`config.mk`:
```
export PLATFORM = sky130hd
export DESIGN_NAME = fetch_stage
export DESIGN_NICKNAME = d
export VERILOG_FILES = /design/src/rtl/cpu_pkg.sv /design/src/rtl/fetch_hold_buf.sv /design/src/rtl/fetch_stage.sv
export SDC_FILE = /design/constraint.sdc
export NUM_CORES = 1
export LEC_CHECK = 0
export CAP_MARGIN = 20
export CORE_ASPECT_RATIO = 1.4
export CORE_MARGIN = 10
export CORE_UTILIZATION = 55
export CTS_BUF_LIST = sky130_fd_sc_hd__clkbuf_2 sky130_fd_sc_hd__clkbuf_4 sky130_fd_sc_hd__clkbuf_8
export DETAILED_ROUTE_END_ITERATION = 7
export PLACE_DENSITY = 0.93
export SETUP_SLACK_MARGIN = 0.2
export SLEW_MARGIN = 20
export SYNTH_ARGS = -nofsm -noshare
export SYNTH_HDL_FRONTEND = slang
export SYNTH_SLANG_ARGS = --single-unit
```
`constraint.sdc`:
```
create_clock -name clk -period 5.69 [get_ports clk]
set_input_delay 1.707 -clock clk [delete_from_list [all_inputs] [get_ports clk]]
set_output_delay 1.707 -clock clk [all_outputs]
set_load 0.01 [all_outputs]
```
`src/rtl/cpu_pkg.sv`:
```
// Shared definitions for the 16-bit pipeline: widths, reset PC, bubble encoding, fetch states.
package cpu_pkg;
  localparam int unsigned XLEN = 16;
  localparam logic [XLEN-1:0] NOP_INSTR = 16'h0000;
  localparam logic [XLEN-1:0] RESET_PC = 16'h0000;

  typedef enum logic {
    RUN  = 1'b0,
    HOLD = 1'b1
  } fetch_state_e;
endpackage

```
`src/rtl/fetch_hold_buf.sv`:
```
// One-entry {instr, pc} buffer that parks a read response arriving while IF/ID is stalled.
module fetch_hold_buf #(
  parameter int unsigned XLEN = cpu_pkg::XLEN
) (
  input  logic            clk,
  input  logic            rst_n,
  input  logic            load,
  input  logic            drain,
  input  logic            clear,
  input  logic [XLEN-1:0] load_instr,
  input  logic [XLEN-1:0] load_pc,
  output logic [XLEN-1:0] instr,
  output logic [XLEN-1:0] pc,
  output logic            hold_valid
);

  // clear beats load beats drain
  always_ff @(posedge clk) begin
    if (!rst_n) begin
      hold_valid <= 1'b0;
      instr      <= '0;
      pc         <= '0;
    end else if (clear) begin
      hold_valid <= 1'b0;
    end else if (load) begin
      hold_valid <= 1'b1;
      instr      <= load_instr;
      pc         <= load_pc;
    end else if (drain) begin
      hold_valid <= 1'b0;
    end
  end

endmodule

```
`src/rtl/fetch_stage.sv`:
```
// IF stage: PC, instruction-memory issue, stall hold buffer and IF/ID register.
// Optional FETCH_PERF_CNT_EN adds saturating stall_cnt / flush_cnt outputs.
module fetch_stage #(
  parameter int unsigned      XLEN      = cpu_pkg::XLEN,
  parameter logic [XLEN-1:0]  RESET_PC  = cpu_pkg::RESET_PC,
  parameter logic [XLEN-1:0]  NOP_INSTR = cpu_pkg::NOP_INSTR
) (
  input  logic            clk,
  input  logic            rst_n,
  input  logic            pc_write,
  input  logic            ifid_write,
  input  logic            redirect_valid,
  input  logic [XLEN-1:0] redirect_pc,
  output logic            imem_req,
  output logic [XLEN-1:0] imem_addr,
  input  logic [XLEN-1:0] imem_rdata,
  output logic [XLEN-1:0] ifid_instr,
  output logic [XLEN-1:0] ifid_pc,
  output logic            ifid_valid
`ifdef FETCH_PERF_CNT_EN
  ,
  output logic [15:0]     stall_cnt,
  output logic [15:0]     flush_cnt
`endif
);
  import cpu_pkg::*;

  fetch_state_e    state;
  logic [XLEN-1:0] pc;
  logic            inflight;
  logic [XLEN-1:0] inflight_pc;
  logic            hold_valid;
  logic [XLEN-1:0] hold_instr;
  logic [XLEN-1:0] hold_pc;
  logic            load_hold;
  logic            drain_hold;

  // No new fetch while a parked response is waiting or a redirect is in progress
  assign imem_req   = rst_n & pc_write & ~redirect_valid & ~hold_valid;
  assign imem_addr  = pc;
  assign load_hold  = (state == RUN) & ~ifid_write & inflight & ~redirect_valid;
  assign drain_hold = (state == HOLD) & ifid_write & ~redirect_valid;

  fetch_hold_buf #(.XLEN(XLEN)) u_hold (
    .clk        (clk),
    .rst_n      (rst_n),
    .load       (load_hold),
    .drain      (drain_hold),
    .clear      (redirect_valid),
    .load_instr (imem_rdata),
    .load_pc    (inflight_pc),
    .instr      (hold_instr),
    .pc         (hold_pc),
    .hold_valid (hold_valid)
  );

  always_ff @(posedge clk) begin
    if (!rst_n) begin
      state       <= RUN;
      pc          <= RESET_PC;
      inflight    <= 1'b0;
      inflight_pc <= '0;
      ifid_instr  <= NOP_INSTR;
      ifid_pc     <= '0;
      ifid_valid  <= 1'b0;
    end else if (redirect_valid) begin
      state      <= RUN;
      pc         <= redirect_pc;
      inflight   <= 1'b0;
      ifid_instr <= NOP_INSTR;
      ifid_valid <= 1'b0;
    end else begin
      if (imem_req) begin
        pc          <= pc + XLEN'(1);
        inflight    <= 1'b1;
        inflight_pc <= pc;
      end else begin
        inflight <= 1'b0;
      end

      unique case (state)
        RUN: begin
          if (ifid_write) begin
            if (inflight) begin
              ifid_instr <= imem_rdata;
              ifid_pc    <= inflight_pc;
              ifid_valid <= 1'b1;
            end else begin
              ifid_instr <= NOP_INSTR;
              ifid_valid <= 1'b0;
            end
          end else if (inflight) begin
            state <= HOLD;
          end
        end
        HOLD: begin
          if (ifid_write) begin
            ifid_instr <= hold_instr;
            ifid_pc    <= hold_pc;
            ifid_valid <= 1'b1;
            state      <= RUN;
          end
        end
        default: state <= RUN;
      endcase
    end
  end

`ifdef FETCH_PERF_CNT_EN
  // Saturating event counters
  always_ff @(posedge clk) begin
    if (!rst_n) begin
      stall_cnt <= '0;
      flush_cnt <= '0;
    end else begin
      if (!ifid_write && stall_cnt != 16'hFFFF) stall_cnt <= stall_cnt + 16'd1;
      if (redirect_valid && flush_cnt != 16'hFFFF) flush_cnt <= flush_cnt + 16'd1;
    end
  end
`endif

endmodule

```
==> out/qor.txt, run 1 <==
Crit path required time -> 3.98 ns
actual slew at the worst max-slew pin -> 1.07 ns
cts hold-fix bufs -> 0
min cycle time layout -> 4.81 ns
grt ovf -> 0
sw frac -> 24.9%
worst reg2reg path endpoint -> ifid_pc[5]
CTS tree -> yes
Port Buffers -> 86
Synth area leaders -> dfxtp_1 50%, nand2_1 12%, mux2i_1 7.9%
initial antenna violation count -> 0
Flop pwr share -> 58.2%
PwrDens -> 248 nW/um2
hold_ws -> 0.447 ns
Top Ports -> 87
synthesized instance count -> 484
drt pass-1 iters -> 5
area leader, netlist -> dfxtp_1
Combinational Power Share -> 9.3%
setup TNS -> 0 ns
post-place setup slack -> 0.880 ns
# fillers -> 525
Worst-path clk slew -> 0.08 ns
Residual DRC -> 0
post-synth top area share -> 49.6%
row cnt -> 36
Multi-input gate area -> 1870 um2
critical path endpoint category -> primary output
die area -> 11200 um2
Post-synth EDFFs -> 0
Rel. slew slack -> 28.8%
Synth Net Count -> 522
via count -> 3682
FF+latch count, synth -> 100
number of max-cap violations -> 0
# resized after CTS -> 0
Int Pwr -> 947 uW
VDD IR max -> 0.000125 V
wire length per cell -> 15.8 um
CP max FO -> 7
R2R Setup Slk -> 3.40 ns
ANT nets after route -> 0
first-pass GRT wire length -> 17.2 mm
# diodes -> 0
commonest non-fill, non-tap cell in the layout -> nand2_1
Reg area -> 2000 um2
HPWL Detailed -> 7.16 mm
CP Launch Point -> rst_n
clock network power share -> 32.5%
critical path class -> input pin to primary output
Starting Density -> 57.1%
layout cells sized above 1 -> 5.39%
gp weighted congestion -> 0.859
Net Sw Power -> 314 uW
origin of the critical flop-to-flop path -> state
crit path DAT -> 3.11 ns
Clock Skew -> 0.0128 ns
Core ar. -> 7070 um2
Clock Path Buffers -> 2
crit path launch type -> input pin
Netlist cell types -> 40
Leak -> 1.64 nW
vias per cell -> 5.65
RSZ-0062 raised after global routing -> false
clk_lat worst skew -> 0.36 ns
Layout Nets -> 590
Pins Over Slew Limit -> 0
initial drt markers -> 317
Mapped Area -> 4040 um2
postcts setup bufs -> 0
CTS sink count -> 100
final wirelength -> 10.3 mm
Setup-failing EPs final -> 0
ys flop type -> dfxtp_1
area delta synth->final -> 26.2%
crit path capture -> imem_req
Die Y -> 121 um
utilization after layout -> 72.0%
period utilisation layout -> 84.6%
Die W -> 92.4 um
outcome -> finished clean
largest net degree at the start of global routing -> 66
vias in the first global route -> 3634
final instance count without filler cells -> 652
DP Cell Count -> 636
f_max -> 0.208 GHz
H-tree depth -> 3
clk root buf -> clkbuf_8
Total GRT Usage -> 18.4%
final hold vios -> 0
Avg Cell Area, Syn -> 8.34 um2
worst setup margin -> 0.878 ns
number of synthesis warnings -> 0
path depth of the worst reg2reg path -> 4
Worst Hold Class -> flop to flop
most frequent cells in the layout -> 125 x nand2_1, 99 x dfxtp_1, 86 x clkdlybuf4s50_1
post-synthesis sequential area ratio -> 49.6%
Num CTS Buffers -> 9
ys async rst share -> 0%
==> synth_stat cells, types with 2 or more instances <==
cell / number
o311ai_0: 2
nand2b_1: 2
dfxtp_1: 100
buf_2: 11
mux2i_1: 32
a31oi_1: 4
nor3_1: 4
o21ai_0: 23
nor2_1: 26
buf_1: 3
a211oi_1: 16
inv_1: 7
nand3_1: 5
nand4_1: 4
a21oi_1: 60
clkbuf_1: 19
nor4_1: 4
xnor2_1: 8
a22oi_1: 2
and3_1: 5
o22ai_1: 4
nand2_1: 125
==> per-layer routing <==
metal,global-route usage (%),routed length [um]
met2,31.7,5220
met3,5.63,881
met1,20.0,3920
met4,8.61,281
met5,0,0
==> power groups by stage <==
stage | clock network, mW | logic, mW | registers (mW)
2_1_floorplan | 0 | 0.0516 | 0.749
4_1_cts | 0.414 | 0.118 | 0.733
5_1_grt | 0.448 | 0.128 | 0.737
3_3_place_gp | 0 | 0.113 | 0.749
6_report | 0.410 | 0.118 | 0.734
3_5_place_dp | 0 | 0.117 | 0.749
==> kinds of logic (layout without fill, tap and decap cells) <==
family | after synthesis | count (layout) | share of synthesized area [%]
simple gates | 183 | 183 | 19.2
compound gates | 118 | 118 | 16.7
flops | 100 | 100 | 49.6
buf+inv | 41 | 114 | 4.34
mux | 33 | 33 | 8.21
xor+xnor | 8 | 8 | 1.74
fa+ha+maj | 1 | 1 | 0.310
==> state kept, by name, summed over array words and instances, names as in the netlist <==
| signal | flops |
|---|---|
| inflight_pc | 16 |
| ifid_pc | 16 |
| ifid_valid | 1 |
| ifid_instr | 16 |
| inflight | 1 |
| u_hold.pc | 16 |
| imem_addr | 16 |
| u_hold.instr | 16 |
| state | 1 |
| u_hold.hold_valid | 1 |
==> through the flow <==
step                power, mW  area [um2]
finish                   1.26        5090
global route             1.31        5090
CTS                      1.26        5090
floorplan               0.801        4040
global placement        0.862        4910
detailed placement      0.866        4910
==> final cells by class <==
type                            instances  area share [%]
Sequential cell                       100            39.3
Inverter                                7           0.516
Multi-Input combinational cell        343            36.7
Clock buffer                           11            2.73
Clock inverter                          5           0.737
Timing Repair Buffer                   91            17.6
Tap cell                               95            2.33
==> worst max-delay path: stages <==
cell             delay, ns
clkdlybuf4s50_1       0.58
nand4bb_1             0.18
inv_1                 0.10
clkdlybuf4s50_1       0.54
==> worst min-delay path by stage <==
stage | start | end | slack (ns) | depth (start not counted)
after floorplan | u_hold.instr[0] | u_hold.instr[0] | 0.44 | 2
after global placement | ifid_valid | ifid_valid | 0.43 | 2
after detailed placement | ifid_valid | ifid_valid | 0.44 | 2
after CTS | ifid_valid | ifid_valid | 0.45 | 2
after global routing | ifid_valid | ifid_valid | 0.46 | 2
final | ifid_valid | ifid_valid | 0.45 | 2
Note: power is estimated with default switching activity, not from simulation.
==> inputs of run 2 (changes only) <==
Settings changed: CORE_UTILIZATION 55 to 52, PLACE_DENSITY 0.93 to 0.89.
Clock period 5.69 ns to 4.8 ns, I/O delays scaled along.
==> run 2 against run 1 <==
Against the previous run:
- critical endpoint unchanged
- die area rose by 4.6%
- non-clock buffer count rose by 2
- setup slack got worse by 0.38 ns
- via count fell by 1.4%
- first-iteration DRC count fell by 20%
- critical path depth did not move
==> out/qor.txt, run 2 (synthesis gave the netlist of run 1 again) <==
outcome -> finished clean
WP buf/inv -> 3
number of max-cap violations -> 0
DP Cell Count -> 643
gp weighted congestion -> 0.906
commonest non-fill, non-tap cell in the layout -> nand2_1
row cnt -> 38
final hold vios -> 0
wire length per cell -> 15.8 um
CP top delay family -> buffers and inverters
Starting Density -> 52.7%
Top Ports -> 87
critical path class -> input pin to primary output
Worst Hold Class -> flop to flop
drt pass-1 iters -> 5
Crit path required time -> 3.36 ns
RSZ-0062 raised after global routing -> false
CP Cell Sequence -> clkdlybuf4s50_1 -> nand4bb_1 -> inv_1 -> clkdlybuf4s50_1
M1 GR Usage -> 19.6%
area delta synth->final -> 26.3%
# diodes -> 0
Total GRT Usage -> 17.6%
initial antenna violation count -> 0
CP max FO -> 7
placed cell area -> 4930 um2
Layout Nets -> 592
met3 usage in global routing -> 5.37%
Rel. slew slack -> 28.2%
ANT nets after route -> 0
Setup-failing EPs final -> 0
Pins Over Slew Limit -> 0
crit path launch type -> input pin
final wirelength -> 10.4 mm
via count -> 3629
most used routing layer -> met2
HPWL Detailed -> 7.35 mm
critical path endpoint category -> primary output
initial drt markers -> 254
PwrDens -> 291 nW/um2
clk_lat worst skew -> 0.36 ns
final instance count without filler cells -> 657
grt ovf -> 0
Port Buffers -> 86
# resized after CTS -> 0
vias in the first global route -> 3514
actual slew at the worst max-slew pin -> 1.08 ns
f_max -> 0.233 GHz
Core ar. -> 7650 um2
layout cells sized above 1 -> 5.21%
Crit path largest cell delay -> 0.59 ns
Worst path most repeated cell -> clkdlybuf4s50_1
min cycle time layout -> 4.30 ns
Die W -> 94.5 um
period utilisation layout -> 89.5%
# fillers -> 606
M2 GR Usage -> 29.6%
most frequent cells in the layout -> 125 x nand2_1, 99 x dfxtp_1, 86 x clkdlybuf4s50_1
CTS sink count -> 100
postcts setup bufs -> 0
Die Y -> 124 um
Final Cell Area -> 5100 um2
CP max stage cell -> clkdlybuf4s50_1
first-pass GRT wire length -> 17.1 mm
Leak -> 1.64 nW
vias per cell -> 5.52
Residual DRC -> 0
crit path DAT -> 2.86 ns
die area -> 11700 um2
Worst-path clk slew -> 0.08 ns
CTS tree -> yes
setup TNS -> 0 ns
clk root buf -> clkbuf_8
Clock Path Buffers -> 2
H-tree depth -> 3
Clock Skew -> 0.00740 ns
Num CTS Buffers -> 9
VDD IR max -> 0.000186 V
cts hold-fix bufs -> 0
largest net degree at the start of global routing -> 62
## run 2: changes by cell type in the layout (fill, tap and decap cells not counted)
| cell | previous run | this run |
|---|---|---|
| nor2_2 | 1 | 2 |
| clkbuf_8 | 9 | 10 |
| and3_1 | 4 | 5 |
| inv_6 | 1 | 0 |
| clkinvlp_4 | 2 | 1 |
| buf_4 | 5 | 7 |
| clkinv_4 | 1 | 0 |
| nor2_4 | 1 | 0 |
| and3_2 | 1 | 0 |
## run 2: where the power goes
| group | switching (mW) | internal [mW] |
|---|---|---|
| Clock | 0.265 | 0.208 |
| Sequential | 0.0238 | 0.847 |
| Combinational | 0.0653 | 0.0738 |
| Total | 0.354 | 1.13 |
## run 2: worst paths after layout
| check | start | to | slack [ns] | depth (start not counted) |
|---|---|---|---|---|
| setup / recovery | rst_n | imem_req | 0.50 | 4 |
| hold reg to reg | ifid_valid | ifid_valid | 0.45 | 2 |
| hold / removal | ifid_valid | ifid_valid | 0.45 | 2 |
| setup reg to reg | state | ifid_pc[9] | 2.59 | 5 |
## run 2: area by class of cell
cell class / count / area [um2] / area share [%]
inverters: 7 / 26.3 / 0.515
flip-flops and latches: 100 / 2000 / 39.3
clock buffers: 12 / 153 / 2.99
repair buffers: 93 / 913 / 17.9
clock inverters: 2 / 12.5 / 0.245
multi-input cells: 343 / 1870 / 36.6
well taps: 100 / 125 / 2.45
## run 2: worst min-delay path: cells and delay by family, from the launching register on
| kind | cells | cell delay, ns |
|---|---|---|
| and+or+nand+nor | 2 | 0.09 |
| DFF | 1 | 0.32 |
## run 2: metrics by stage
stage               worst slack, ns  total power, mW  hold WS (ns)  util [%]
floorplan                      1.02            0.950         0.436         -
global placement              0.504             1.02         0.430      64.4
detailed placement            0.486             1.03         0.435      64.4
CTS                           0.479             1.49         0.447      66.6
finish                        0.502             1.48         0.447      66.6
global route                  0.375             1.54         0.465      66.6
## run 2: per-layer routing
metal | share of wire (%) | wire (um) | vias up
met1 | 40 | 4120 | 1666
met2 | 50 | 5180 | 139
li1 | - | - | 1798
met3 | 7.7 | 796 | 26
met5 | 0 | 0 | -
met4 | 2.6 | 269 | 0
==> inputs of run 3 (changes only) <==
Settings changed: ABC_AREA set to 1, CORE_MARGIN 10 to 2, CORE_UTILIZATION 52 to 54, PLACE_DENSITY 0.89 to 0.9.
==> run 3 against run 2 <==
Against the previous run:
- non-clock buffer count fell by 3
- via count rose by 15%
- critical endpoint unchanged
- register-to-register slack got worse by 0.31 ns
- critical path depth rose by 2
- die area fell by 23%
- first-iteration DRC count rose by 88%
- fmax fell by 1.6%
- clock-buffer cell count fell by 3
- wire length rose by 2.4%
- synthesized area rose by 10%
- sequential cell count did not move
==> out/qor.txt, run 3 <==
outcome -> finished clean
PwrDens -> 290 nW/um2
Post-synth EDFFs -> 0
# resized after CTS -> 0
Crit path largest cell delay -> 0.59 ns
Top Ports -> 87
area delta synth->final -> 22.8%
FF+latch count, synth -> 100
CTS tree -> yes
hold_ws -> 0.448 ns
Num CTS Buffers -> 9
Port Buffers -> 86
f_max -> 0.229 GHz
Core ar. -> 8100 um2
crit path launch type -> input pin
CP Launch Point -> pc_write
critical path class -> input pin to primary output
crit path capture -> imem_req
Avg Cell Area, Syn -> 7.34 um2
H-tree depth -> 3
drt pass-1 iters -> 7
area leader, netlist -> dfxtp_1
ys async rst share -> 0%
actual slew at the worst max-slew pin -> 1.05 ns
row cnt -> 39
RSZ-0062 raised after global routing -> false
final instance count without filler cells -> 778
R2R Setup Slk -> 2.28 ns
Worst-path clk slew -> 0.09 ns
Mapped Area -> 4460 um2
Clock Path Buffers -> 2
Die W -> 80.8 um
CP max stage cell -> clkdlybuf4s50_1
layout cells sized above 1 -> 5.92%
ANT nets after route -> 0
origin of the critical flop-to-flop path -> state
Crit path required time -> 3.36 ns
synthesized instance count -> 607
VDD IR max -> 0.000237 V
setup TNS -> 0 ns
cts hold-fix bufs -> 0
postcts setup bufs -> 0
CP max FO -> 7
Commonest cells post-synth -> 106 x nand2_1, 100 x dfxtp_1, 86 x inv_1
number of max-cap violations -> 0
Starting Density -> 55.0%
first-pass GRT wire length -> 17.4 mm
largest net degree at the start of global routing -> 66
vias per cell -> 5.38
Residual DRC -> 0
via count -> 4183
utilization after layout -> 67.6%
gp weighted congestion -> 0.925
number of synthesis warnings -> 0
Hold Path Depth -> 2
critical path endpoint category -> primary output
Die Y -> 112 um
most frequent cells in the layout -> 106 x nand2_1, 99 x dfxtp_1, 86 x inv_1
initial drt markers -> 477
post-synth top area share -> 44.9%
crit path DAT -> 2.93 ns
Layout Nets -> 710
vias in the first global route -> 3884
cell with the most instances after synthesis -> nand2_1
clk root buf -> clkbuf_8
Netlist cell types -> 36
final wirelength -> 10.6 mm
clk_lat worst skew -> 0.36 ns
Rel. slew slack -> 30.2%
commonest non-fill, non-tap cell in the layout -> nand2_1
final hold vios -> 0
Total GRT Usage -> 23.7%
Final Cell Area -> 5470 um2
wire length per cell -> 13.6 um
ys flop type -> dfxtp_1
Leak -> 2.02 nW
path depth of the worst reg2reg path -> 5
Clock Skew -> 0.0127 ns
initial antenna violation count -> 0
CP Cell Sequence -> clkdlybuf4s50_1 -> inv_1 -> nor2_1 -> nand2_2 -> inv_1 -> clkdlybuf4s50_1
Setup-failing EPs final -> 0
period utilisation layout -> 91.0%
# diodes -> 0
DP Cell Count -> 763
worst reg2reg path endpoint -> ifid_pc[15]
Synth area leaders -> dfxtp_1 45%, a21oi_1 9.3%, nand2_1 8.9%
placed cell area -> 5280 um2
Synth Net Count -> 645
post-synthesis sequential area ratio -> 44.9%
Worst Hold Class -> flop to flop
die area -> 9010 um2
min cycle time layout -> 4.37 ns
grt ovf -> 0
Pins Over Slew Limit -> 0
CTS sink count -> 100
HPWL Detailed -> 7.18 mm
## run 3: cell count changes after synthesis, sizes merged, moves of 7 or more
cell,previous run,this run
a211oi,16,8
a21oi,60,83
inv,7,91
mux2i,32,0
nand2,125,108
nand3,5,25
nor2,26,46
o2111ai,0,15
o21ai,24,76
xnor2,8,1
## run 3: where the power goes
part	switching (mW)	internal, mW	total [mW]
Combinational	0.0932	0.0794	0.173
Clock	0.295	0.244	0.539
Sequential	0.0223	0.855	0.877
## run 3: area by class of cell
cell class	count	area, um2
inverter	92	345
fill	674	2630
tap	102	128
clock buffer	9	124
sequential	100	2000
clock inverter	6	72.6
timing repair buffer	90	886
multi-input combinational	379	1920
## run 3: critical path: cells and delay by family
kind | cells | cell delay [ns]
buffers and inverters | 4 | 1.32
AND/OR/NAND/NOR | 2 | 0.17
## run 3: cell families (layout without fill, tap and decap cells)
kind of cell               after synthesis  in the layout  share of synthesized area [%]
xor gates and xnor gates                 2              2                          0.393
buffers and inverters                  128            197                           12.1
and+or+nand+nor                        185            185                           18.3
adders and majority gates                1              1                          0.281
DFF                                    100            100                           44.9
AOI/OAI and AO/OA                      191            191                           24.0
## run 3: worst min-delay path by stage
stage,to,slack (ns),startpoint
3_5_place_dp,ifid_pc[6],0.44,ifid_pc[6]
4_1_cts,ifid_pc[6],0.45,ifid_pc[6]
6_report,ifid_pc[2],0.45,ifid_pc[2]
3_3_place_gp,ifid_pc[7],0.43,ifid_pc[7]
5_1_grt,ifid_pc[7],0.47,ifid_pc[7]
2_1_floorplan,u_hold.instr[0],0.43,u_hold.instr[0]
## run 3: through the flow
stage,worst slack [ns],power (mW)
6_report,0.433,1.59
5_1_grt,0.345,1.65
4_1_cts,0.448,1.59
3_5_place_dp,0.453,1.07
3_3_place_gp,0.439,1.06
2_1_floorplan,1.41,0.987
## run 3: routing by layer
metal | up-vias | wire [um] | GRT usage [%]
li1 | 2118 | - | -
met1 | 1916 | 4540 | 30.6
met2 | 129 | 5380 | 40.3
met3 | 20 | 486 | 2.27
met4 | 0 | 213 | 9.60
met5 | - | 0 | 0
